--- config.mk ---
export PLATFORM = sky130hd
export DESIGN_NAME = branch_predict_ctrl
export DESIGN_NICKNAME = d
export VERILOG_FILES = /design/src/rtl/branch_predict_ctrl.sv
export SDC_FILE = /design/constraint.sdc
export NUM_CORES = 2
export LEC_CHECK = 0
export ABC_AREA = 0
export BUFFER_PORTS_ARGS = -buffer_cell sky130_fd_sc_hd__buf_2
export CORE_MARGIN = 2
export CORE_UTILIZATION = 50
export DETAILED_ROUTE_END_ITERATION = 16
export GPL_ROUTABILITY_DRIVEN = 0
export HOLD_SLACK_MARGIN = 0.03
export PLACE_DENSITY_LB_ADDON = 0.25
export SLEW_MARGIN = 20
export SYNTH_ARGS = -nofsm -noshare
export SYNTH_HDL_FRONTEND = slang
export SYNTH_SLANG_ARGS = --single-unit
--- constraint.sdc ---
create_clock -name clk -period 15.8 [get_ports clk]
set_clock_uncertainty 0.1 [all_clocks]
set_input_delay 0.79 -clock clk [delete_from_list [all_inputs] [get_ports clk]]
set_output_delay 0.79 -clock clk [all_outputs]
set_load 0.02 [all_outputs]
--- src/rtl/branch_predict_ctrl.sv ---
// Branch prediction controller: 2-bit saturating PHT plus tagged BTB, with
// fetch-stage lookup, Execute-stage resolution/redirect and a post-reset table clear.
module branch_predict_ctrl #(
  parameter int unsigned IDX_BITS = 6,
  parameter logic [1:0]  CNT_INIT = 2'b01
) (
  input  logic        clk,
  input  logic        rst_n,
  input  logic [31:0] PCF,
  output logic        PredTakenF,
  output logic [31:0] PredPCF,
  output logic        BusyF,
  input  logic        BranchE,
  input  logic        TakenE,
  input  logic [31:0] PCE,
  input  logic [31:0] PCTargetE,
  input  logic        PredTakenE,
  input  logic [31:0] PredPCE,
  output logic        FlushD,
  output logic        FlushE,
  output logic        RedirectE,
  output logic [31:0] RedirectPC,
  output logic [31:0] BranchCount,
  output logic [31:0] MissCount,
  output logic        state_dbg
);

  localparam int unsigned DEPTH    = 1 << IDX_BITS;
  localparam int unsigned TAG_BITS = 32 - IDX_BITS - 2;

  typedef enum logic {
    ST_INIT = 1'b0,
    ST_RUN  = 1'b1
  } state_t;

  state_t              state, state_next;
  logic [IDX_BITS-1:0] ptr, ptr_next;

  logic [1:0]          pht        [DEPTH];
  logic [DEPTH-1:0]    btb_valid;
  logic [TAG_BITS-1:0] btb_tag    [DEPTH];
  logic [31:0]         btb_target [DEPTH];

  logic                run;
  logic [IDX_BITS-1:0] idx_f, idx_e;
  logic [TAG_BITS-1:0] tag_f, tag_e;
  logic [31:0]         pc_plus4_f, pc_plus4_e;
  logic                hit_f;
  logic                upd_e;
  logic                mispredict_e;
  logic [1:0]          cnt_e, cnt_e_next;

  // ---------------------------------------------------------------------------
  // Init / run sequencing
  // ---------------------------------------------------------------------------
  always_ff @(posedge clk) begin
    if (!rst_n) begin
      state <= ST_INIT;
      ptr   <= '0;
    end else begin
      state <= state_next;
      ptr   <= ptr_next;
    end
  end

  always_comb begin
    state_next = state;
    ptr_next   = ptr;
    case (state)
      ST_INIT: begin
        ptr_next = ptr + {{(IDX_BITS-1){1'b0}}, 1'b1};
        if (&ptr) state_next = ST_RUN;
      end
      ST_RUN:  state_next = ST_RUN;
      default: state_next = ST_INIT;
    endcase
  end

  assign run       = (state == ST_RUN);
  assign BusyF     = ~run;
  assign state_dbg = state;

  // ---------------------------------------------------------------------------
  // Fetch-stage lookup (reads pre-update table contents, no bypass)
  // ---------------------------------------------------------------------------
  assign idx_f      = PCF[IDX_BITS+1:2];
  assign tag_f      = PCF[31:IDX_BITS+2];
  assign pc_plus4_f = PCF + 32'd4;
  assign hit_f      = btb_valid[idx_f] && (btb_tag[idx_f] == tag_f);

  always_comb begin
    PredTakenF = 1'b0;
    PredPCF    = pc_plus4_f;
    if (run && pht[idx_f][1] && hit_f) begin
      PredTakenF = 1'b1;
      PredPCF    = btb_target[idx_f];
    end
  end

  // ---------------------------------------------------------------------------
  // Execute-stage resolution
  // ---------------------------------------------------------------------------
  assign idx_e      = PCE[IDX_BITS+1:2];
  assign tag_e      = PCE[31:IDX_BITS+2];
  assign pc_plus4_e = PCE + 32'd4;
  assign upd_e      = run & BranchE;

  // A correctly-predicted taken branch still misses if it went to the wrong target.
  assign mispredict_e = upd_e &
                        ((TakenE != PredTakenE) |
                         (TakenE & PredTakenE & (PredPCE != PCTargetE)));

  always_comb begin
    FlushD     = mispredict_e;
    FlushE     = mispredict_e;
    RedirectE  = mispredict_e;
    RedirectPC = 32'd0;
    if (mispredict_e) RedirectPC = TakenE ? PCTargetE : pc_plus4_e;
  end

  assign cnt_e = pht[idx_e];

  always_comb begin
    cnt_e_next = cnt_e;
    if (TakenE) begin
      if (cnt_e != 2'b11) cnt_e_next = cnt_e + 2'b01;
    end else begin
      if (cnt_e != 2'b00) cnt_e_next = cnt_e - 2'b01;
    end
  end

  // ---------------------------------------------------------------------------
  // Table storage; contents are cleared by the INIT sweep rather than by reset
  // ---------------------------------------------------------------------------
  always_ff @(posedge clk) begin
    if (rst_n) begin
      if (state == ST_INIT) begin
        pht[ptr]       <= CNT_INIT;
        btb_valid[ptr] <= 1'b0;
      end else if (upd_e) begin
        pht[idx_e] <= cnt_e_next;
        if (TakenE) begin
          btb_valid[idx_e]  <= 1'b1;
          btb_tag[idx_e]    <= tag_e;
          btb_target[idx_e] <= PCTargetE;
        end
      end
    end
  end

  // ---------------------------------------------------------------------------
  // Statistics
  // ---------------------------------------------------------------------------
  always_ff @(posedge clk) begin
    if (!rst_n) begin
      BranchCount <= 32'd0;
      MissCount   <= 32'd0;
    end else begin
      if (upd_e)        BranchCount <= BranchCount + 32'd1;
      if (mispredict_e) MissCount   <= MissCount + 32'd1;
    end
  end

endmodule

**After elaboration in Yosys (flattened, before gate mapping)**

Memories as Yosys holds them, arrays and structs flattened.
Cells that the tools add are included.
W data, S select, Z words.

- Register bits after elaboration: 135
- Memory bits (writable): 3712
- Input port bits: 133
- Output and inout bits: 134
- Word-level logic and storage cells: 77
- Memories kept: 3

Memories:

| memory | depth | width | rd ports | clocked after memory_dff | write ports | RTL line | source |
|---|---|---|---|---|---|---|---|
| btb_target | 64 | 32 | 1 | 0 | 1 | 42 | `logic [31:0] btb_target [DEPTH];` |
| btb_tag | 64 | 24 | 1 | 0 | 1 | 41 | `logic [TAG_BITS-1:0] btb_tag [DEPTH];` |
| pht | 64 | 2 | 2 | 0 | 1 | 39 | `logic [1:0] pht [DEPTH];` |

- Add/subtract/negate cells: 7
- Order comparisons: 5
- Eq/ne operators: 6
- Multiplexer cells: 33
- Bitwise gates (word level): 9
- Reductions and logical operators: 9

Operators with widths:

| cell | count |
|---|---|
| $mux W64 | 3 |
| $mux W32 | 3 |
| $add A32 B1 Y32 const B | 2 |
| $add A32 B3 Y32 const B | 2 |
| $and A64 B64 Y64 | 1 |
| $not A64 Y64 | 1 |
| $or A64 B64 Y64 | 1 |
| $ne A32 B32 Y1 | 1 |
| $eq A24 B24 Y1 | 1 |
| $lt A6 B7 Y1 const B | 3 |
| $mux W1 | 18 |
| $demux W1 S6 | 2 |
| $ge A6 B1 Y1 const B | 2 |
| $mux W2 | 4 |
| $add A6 B1 Y6 const B | 1 |
| $bmux W1 S6 | 1 |
| $mux W6 | 1 |
| $reduce_and A6 Y1 | 1 |
| $logic_and A1 B1 Y1 | 5 |
| $and A1 B1 Y1 | 4 |
| $ne A2 B2 Y1 const B | 2 |
| $reduce_and A3 Y1 | 1 |
| $add A2 B1 Y2 const B | 1 |
| $ne A2 B1 Y1 const B | 1 |
| other kinds (7) | 7 |

**Longest topological paths before layout**

- Depth after elaboration: 8
- Mapped depth: 16
- Mapped depth without buffers: 10

**Least setup slack after synthesis**

No wires, ideal clock.

- Path kind: input to register
- From: in rst_n
- To: reg btb_valid[0], enable pin
- Library setup time: 584 ps
- Data arrival time: 5929 ps
- Required time: 15116 ps
- Slack: 9187 ps
- Cell stages on the path: 3
- Buffers on the path: 2
- Cell sequence: clkbuf_1 clkbuf_1 a21boi_0

- Word-level cells in the longest chain between the ends: 1

RTL lines:

| what | RTL line | source |
|---|---|---|
| from (decl) | 8 | `input logic rst_n,` |
| $reduce_and A3 Y1 (no source line) | -- |  |
| to (signal, indexed assignment) | 139 | `btb_valid[ptr] <= 1'b0;` |
| to (signal, indexed assignment) | 143 | `btb_valid[idx_e] <= 1'b1;` |
| to (decl) | 40 | `logic [DEPTH-1:0] btb_valid;` |

No other way between the ends.
A chain may end at the register's enable or synchronous reset.

**Final worst setup path**

- From: in PCF[2]
- To: out PredPCF[7]

- Word-level cells in the longest chain between the ends: 5
- Elaborated cells on any way between the ends: 11
- Classes of those cells: add/sub: 1; eq/ne: 1; mux: 3; reduce/logical: 3; memory: 3

RTL lines:

| what | RTL line | source |
|---|---|---|
| from (decl) | 9 | `input logic [31:0] PCF,` |
| $mem_v2 Z64 W24 / $bmux W1 S6 (equally long branches) | -- |  |
| $eq A24 B24 Y1 / $mux W1 (equally long branches) | 89 | `assign hit_f = btb_valid[idx_f] && (btb_tag[idx_f] == tag_f);` |
| $logic_and A1 B1 Y1 | 89 |  |
| $logic_and A1 B1 Y1 | 94 | `if (run && pht[idx_f][1] && hit_f) begin` |
| $mux W32 * | 94 |  |
| to (decl) | 11 | `output logic [31:0] PredPCF,` |

Every way passes the cells marked *; elsewhere a longest branch is shown, timed or not. The select of a mux whose other input is x is not followed.

==> metrics.csv <==
stage;metric;value;unit
setup_path;required;14.91;ns
yosys;yosys.area.top_type_share;0.747;
clocking;number_of_buffers_on_the_longest_clock_path;4;
setup_path;reg2reg_from;state_dbg$_SDFF_PN0_;
route;post_drt_via_cell_ratio;6.76;
sta;timing.final.ws_setup;7.45;ns
yosys;synthesis.area_per_instance;21.5;um^2
placement;dp_hpwl;264;mm
yosys;synth_warnings;0;
finish;area_growth_syn_to_layout;12.8;%
route;drt_iter0_drc;13300;
yosys;synthTopCellsByArea;sky130_fd_sc_hd__edfxtp_1 75%, sky130_fd_sc_hd__mux4_2 15%, sky130_fd_sc_hd__mux2i_1 1.0%;
pwr;ir_worst_vdd;0.0964;mV
clocking;clk_pin_slew_worst_paths;0.06;ns
die;design.core.area;0.302;mm^2
min_path;min_path_type;primary input to flop;
clocking;tritoncts;yes;
sta;share_of_the_clock_period_used_by_the_worst_path;0.528;
min_path;hold_depth;1;
die;die_h;555;um
route;routed_wire_length_per_instance;39.2;um
yosys;synthDominantAreaCellType;sky130_fd_sc_hd__edfxtp_1;
sta;max_freq;120;MHz
sta;hold_ws;0.142;ns
yosys;ys_types;80;
pwr;power_per_cell_area;125;mW/mm^2
grt;grt_first_pass_wirelength;638;mm
clocking;number_of_buffers_created_by_cts;379;
die;std_cell_rows;202;
yosys;sequential_fraction_of_the_synthesis_area;0.757;
min_path;hold_end;btb_target[26][31]$_DFFE_PP_;
yosys;register_bit_count_reported_by_yosys;3847;
clocking;hold_buffers;0;
sta;finalMaxSlewViolations;0;
grt;maximum_number_of_pins_on_one_net_before_global_route_repair;134;
sta;rsz0062_at_grt;false;
setup_path;critical_path_class;primary input to output port;
route;drtAntennaViolNets;0;
yosys;syn_nets;7203;
sta;timing_worst_slew_pin_value;1.22;ns
clocking;cts_setup_buffers;0;
grt;gr-usage-all-layers;0.301;
clocking;ctsResizeCount;0;
setup_path;r2r.worst_path.cells;8;
finish;area.sequential;0.115;mm^2
yosys;dominantRegCellSynth;sky130_fd_sc_hd__edfxtp_1;
setup_path;crit_arrival;7.46;ns
setup_path;worstReg2RegEnd;btb_target[34][21]$_DFFE_PP_;
yosys;syn_area;0.152;mm^2
run;maxCapViolations;0;
finish;multiInputGateArea;0.0352;mm^2
placement;port_buffers;266;
sta;setup_viol;0;
yosys;synth_top_cells_by_count;3776 x sky130_fd_sc_hd__edfxtp_1, 1034 x sky130_fd_sc_hd__mux4_2, 252 x sky130_fd_sc_hd__nor2_1, 175 x sky130_fd_sc_hd__nand2_1, 158 x sky130_fd_sc_hd__o21ai_0;
yosys;post_synth_edffs;3776;
route;num_vias;80400;
clocking;cts.htree.levels;5;
grt;grt_overflow;0;
clocking;clock_latency;0.94;ns
sta;hold_viol;0;
grt;grt_antenna_before_repair;22;
finish;nets;7731;
placement;place_ws;7.33;ns
die;start_util;0.502;
yosys;synth_async_sr_flop_share;0;
yosys;post_synth_inst_count;7064;
sta;final.min_clock_period;8.35;ns
clocking;clkSinkCount;3847;
die;io_pins;267;
route;drt-total-wl;466;mm
route;detailedRoute.firstPassIterationCount;7;
route;route.detailed.drc;0;
yosys;synthMostInstantiatedCell;sky130_fd_sc_hd__edfxtp_1;
setup_path;endpoint_kind;output port;
finish;fillerInstances;22100;
status;status;finished, final reports clean;
pwr;p_leak;0.0541;uW
min_path;hp-start;PCTargetE[31];
sta;totalNegativeSetupSlack;0;ns
die;die_w;555;um
setup_path;critical_path.max_fanout;106;
setup_path;setup.worst_path.start_class;primary input;
finish;drive_gt1_frac;0.284;
clocking;ctsRootBufferMaster;sky130_fd_sc_hd__clkbuf_16;
setup_path;r2r_slack;10.20;ns
die;floorplan.die_area;0.308;mm^2
grt;grt_pass1_vias;78700;
sta;slew_headroom;0.181;
how the worst max path moves through the flow:
stage,start,end,cells past startpoint
floorplan,rst_n,btb_valid[0]$_DFFE_PP_,3
global placement,PCF[2],PredPCF[7],15
detailed placement,PCF[2],PredPCF[7],15
CTS,PCF[2],PredPCF[7],15
global route,PCF[2],PredPCF[7],15
finish,PCF[2],PredPCF[7],15
worst max-delay path, stage by stage:
cell	delay, ns
sky130_fd_sc_hd__buf_12	0.55
sky130_fd_sc_hd__buf_4	0.89
sky130_fd_sc_hd__buf_4	0.86
sky130_fd_sc_hd__buf_4	0.84
sky130_fd_sc_hd__mux4_2	0.60
sky130_fd_sc_hd__o22a_1	0.21
sky130_fd_sc_hd__o221ai_1	0.07
sky130_fd_sc_hd__nor3_1	0.12
sky130_fd_sc_hd__xnor2_1	0.16
sky130_fd_sc_hd__a31oi_1	0.14
sky130_fd_sc_hd__a2111o_1	0.45
sky130_fd_sc_hd__nor4_4	0.18
sky130_fd_sc_hd__buf_4	0.34
sky130_fd_sc_hd__mux2i_1	0.73
sky130_fd_sc_hd__buf_2	0.29
layout make-up:
class,count,share of cell area
inverter,29,0.000651
antenna,11,0.000161
timing repair buffer,532,0.0209
tap,3978,0.0291
clock inverter,234,0.0148
multi-input combinational,2803,0.206
clock buffer,456,0.0575
sequential,3847,0.671
sequential cells by signal (all words and copies together), names as in the netlist:
register and cells:
BranchCount 32, btb_target 2048, MissCount 32, btb_tag 1536, ptr 6, pht 128, btb_valid 64, state_dbg 1
routing by layer:
metal / vias to the layer above / track usage / share of wire
met5: - / 0 / 0.000052
met3: 952 / 0.0755 / 0.13
met4: 4 / 0.124 / 0.048
met2: 5855 / 0.470 / 0.47
met1: 42800 / 0.409 / 0.35
li1: 30800 / - / -
cells by family (layout without fill, tap and decap cells):
kind of cell,Yosys count,after routing,synth area share
AO/OA/AOI/OAI,594,594,0.0252
XOR/XNOR,167,167,0.00964
adder cells (fa/ha/maj),7,7,0.000561
buffers and inverters,414,1251,0.0146
flip-flops,3847,3847,0.757
multiplexers,1231,1231,0.168
other,0,11,0
AND/OR/NAND/NOR,804,804,0.0256
where the power goes:
group / internal, uW / total, uW / switching, uW
Combinational: 388 / 1070 / 683
Clock: 5120 / 9060 / 3930
Sequential: 11200 / 11200 / 9.30
through the flow:
stage	util	cell area, um^2	instances	total power (uW)
3_3_place_gp	0.525	159000	11200	12500
6_report	0.566	171000	11900	21300
3_5_place_dp	0.525	159000	11200	12500
5_1_grt	0.566	171000	11900	21800
2_1_floorplan	-	152000	7064	12000
4_1_cts	0.566	171000	11900	21400
cell usage in the layout, fill, tap and decap left out, drive strengths merged, types with 90 or more instances in the layout:
cell type and n:
clkbuf 456, xnor2 120, edfxtp 3776, nand2 175
o21ai 160, mux4 1034, a21oi 128, nand3 94
buf 532, a22oi 90, clkinv 167, mux2i 152
nor2 252
No activity file was read; power rests on OpenSTA's default activity.
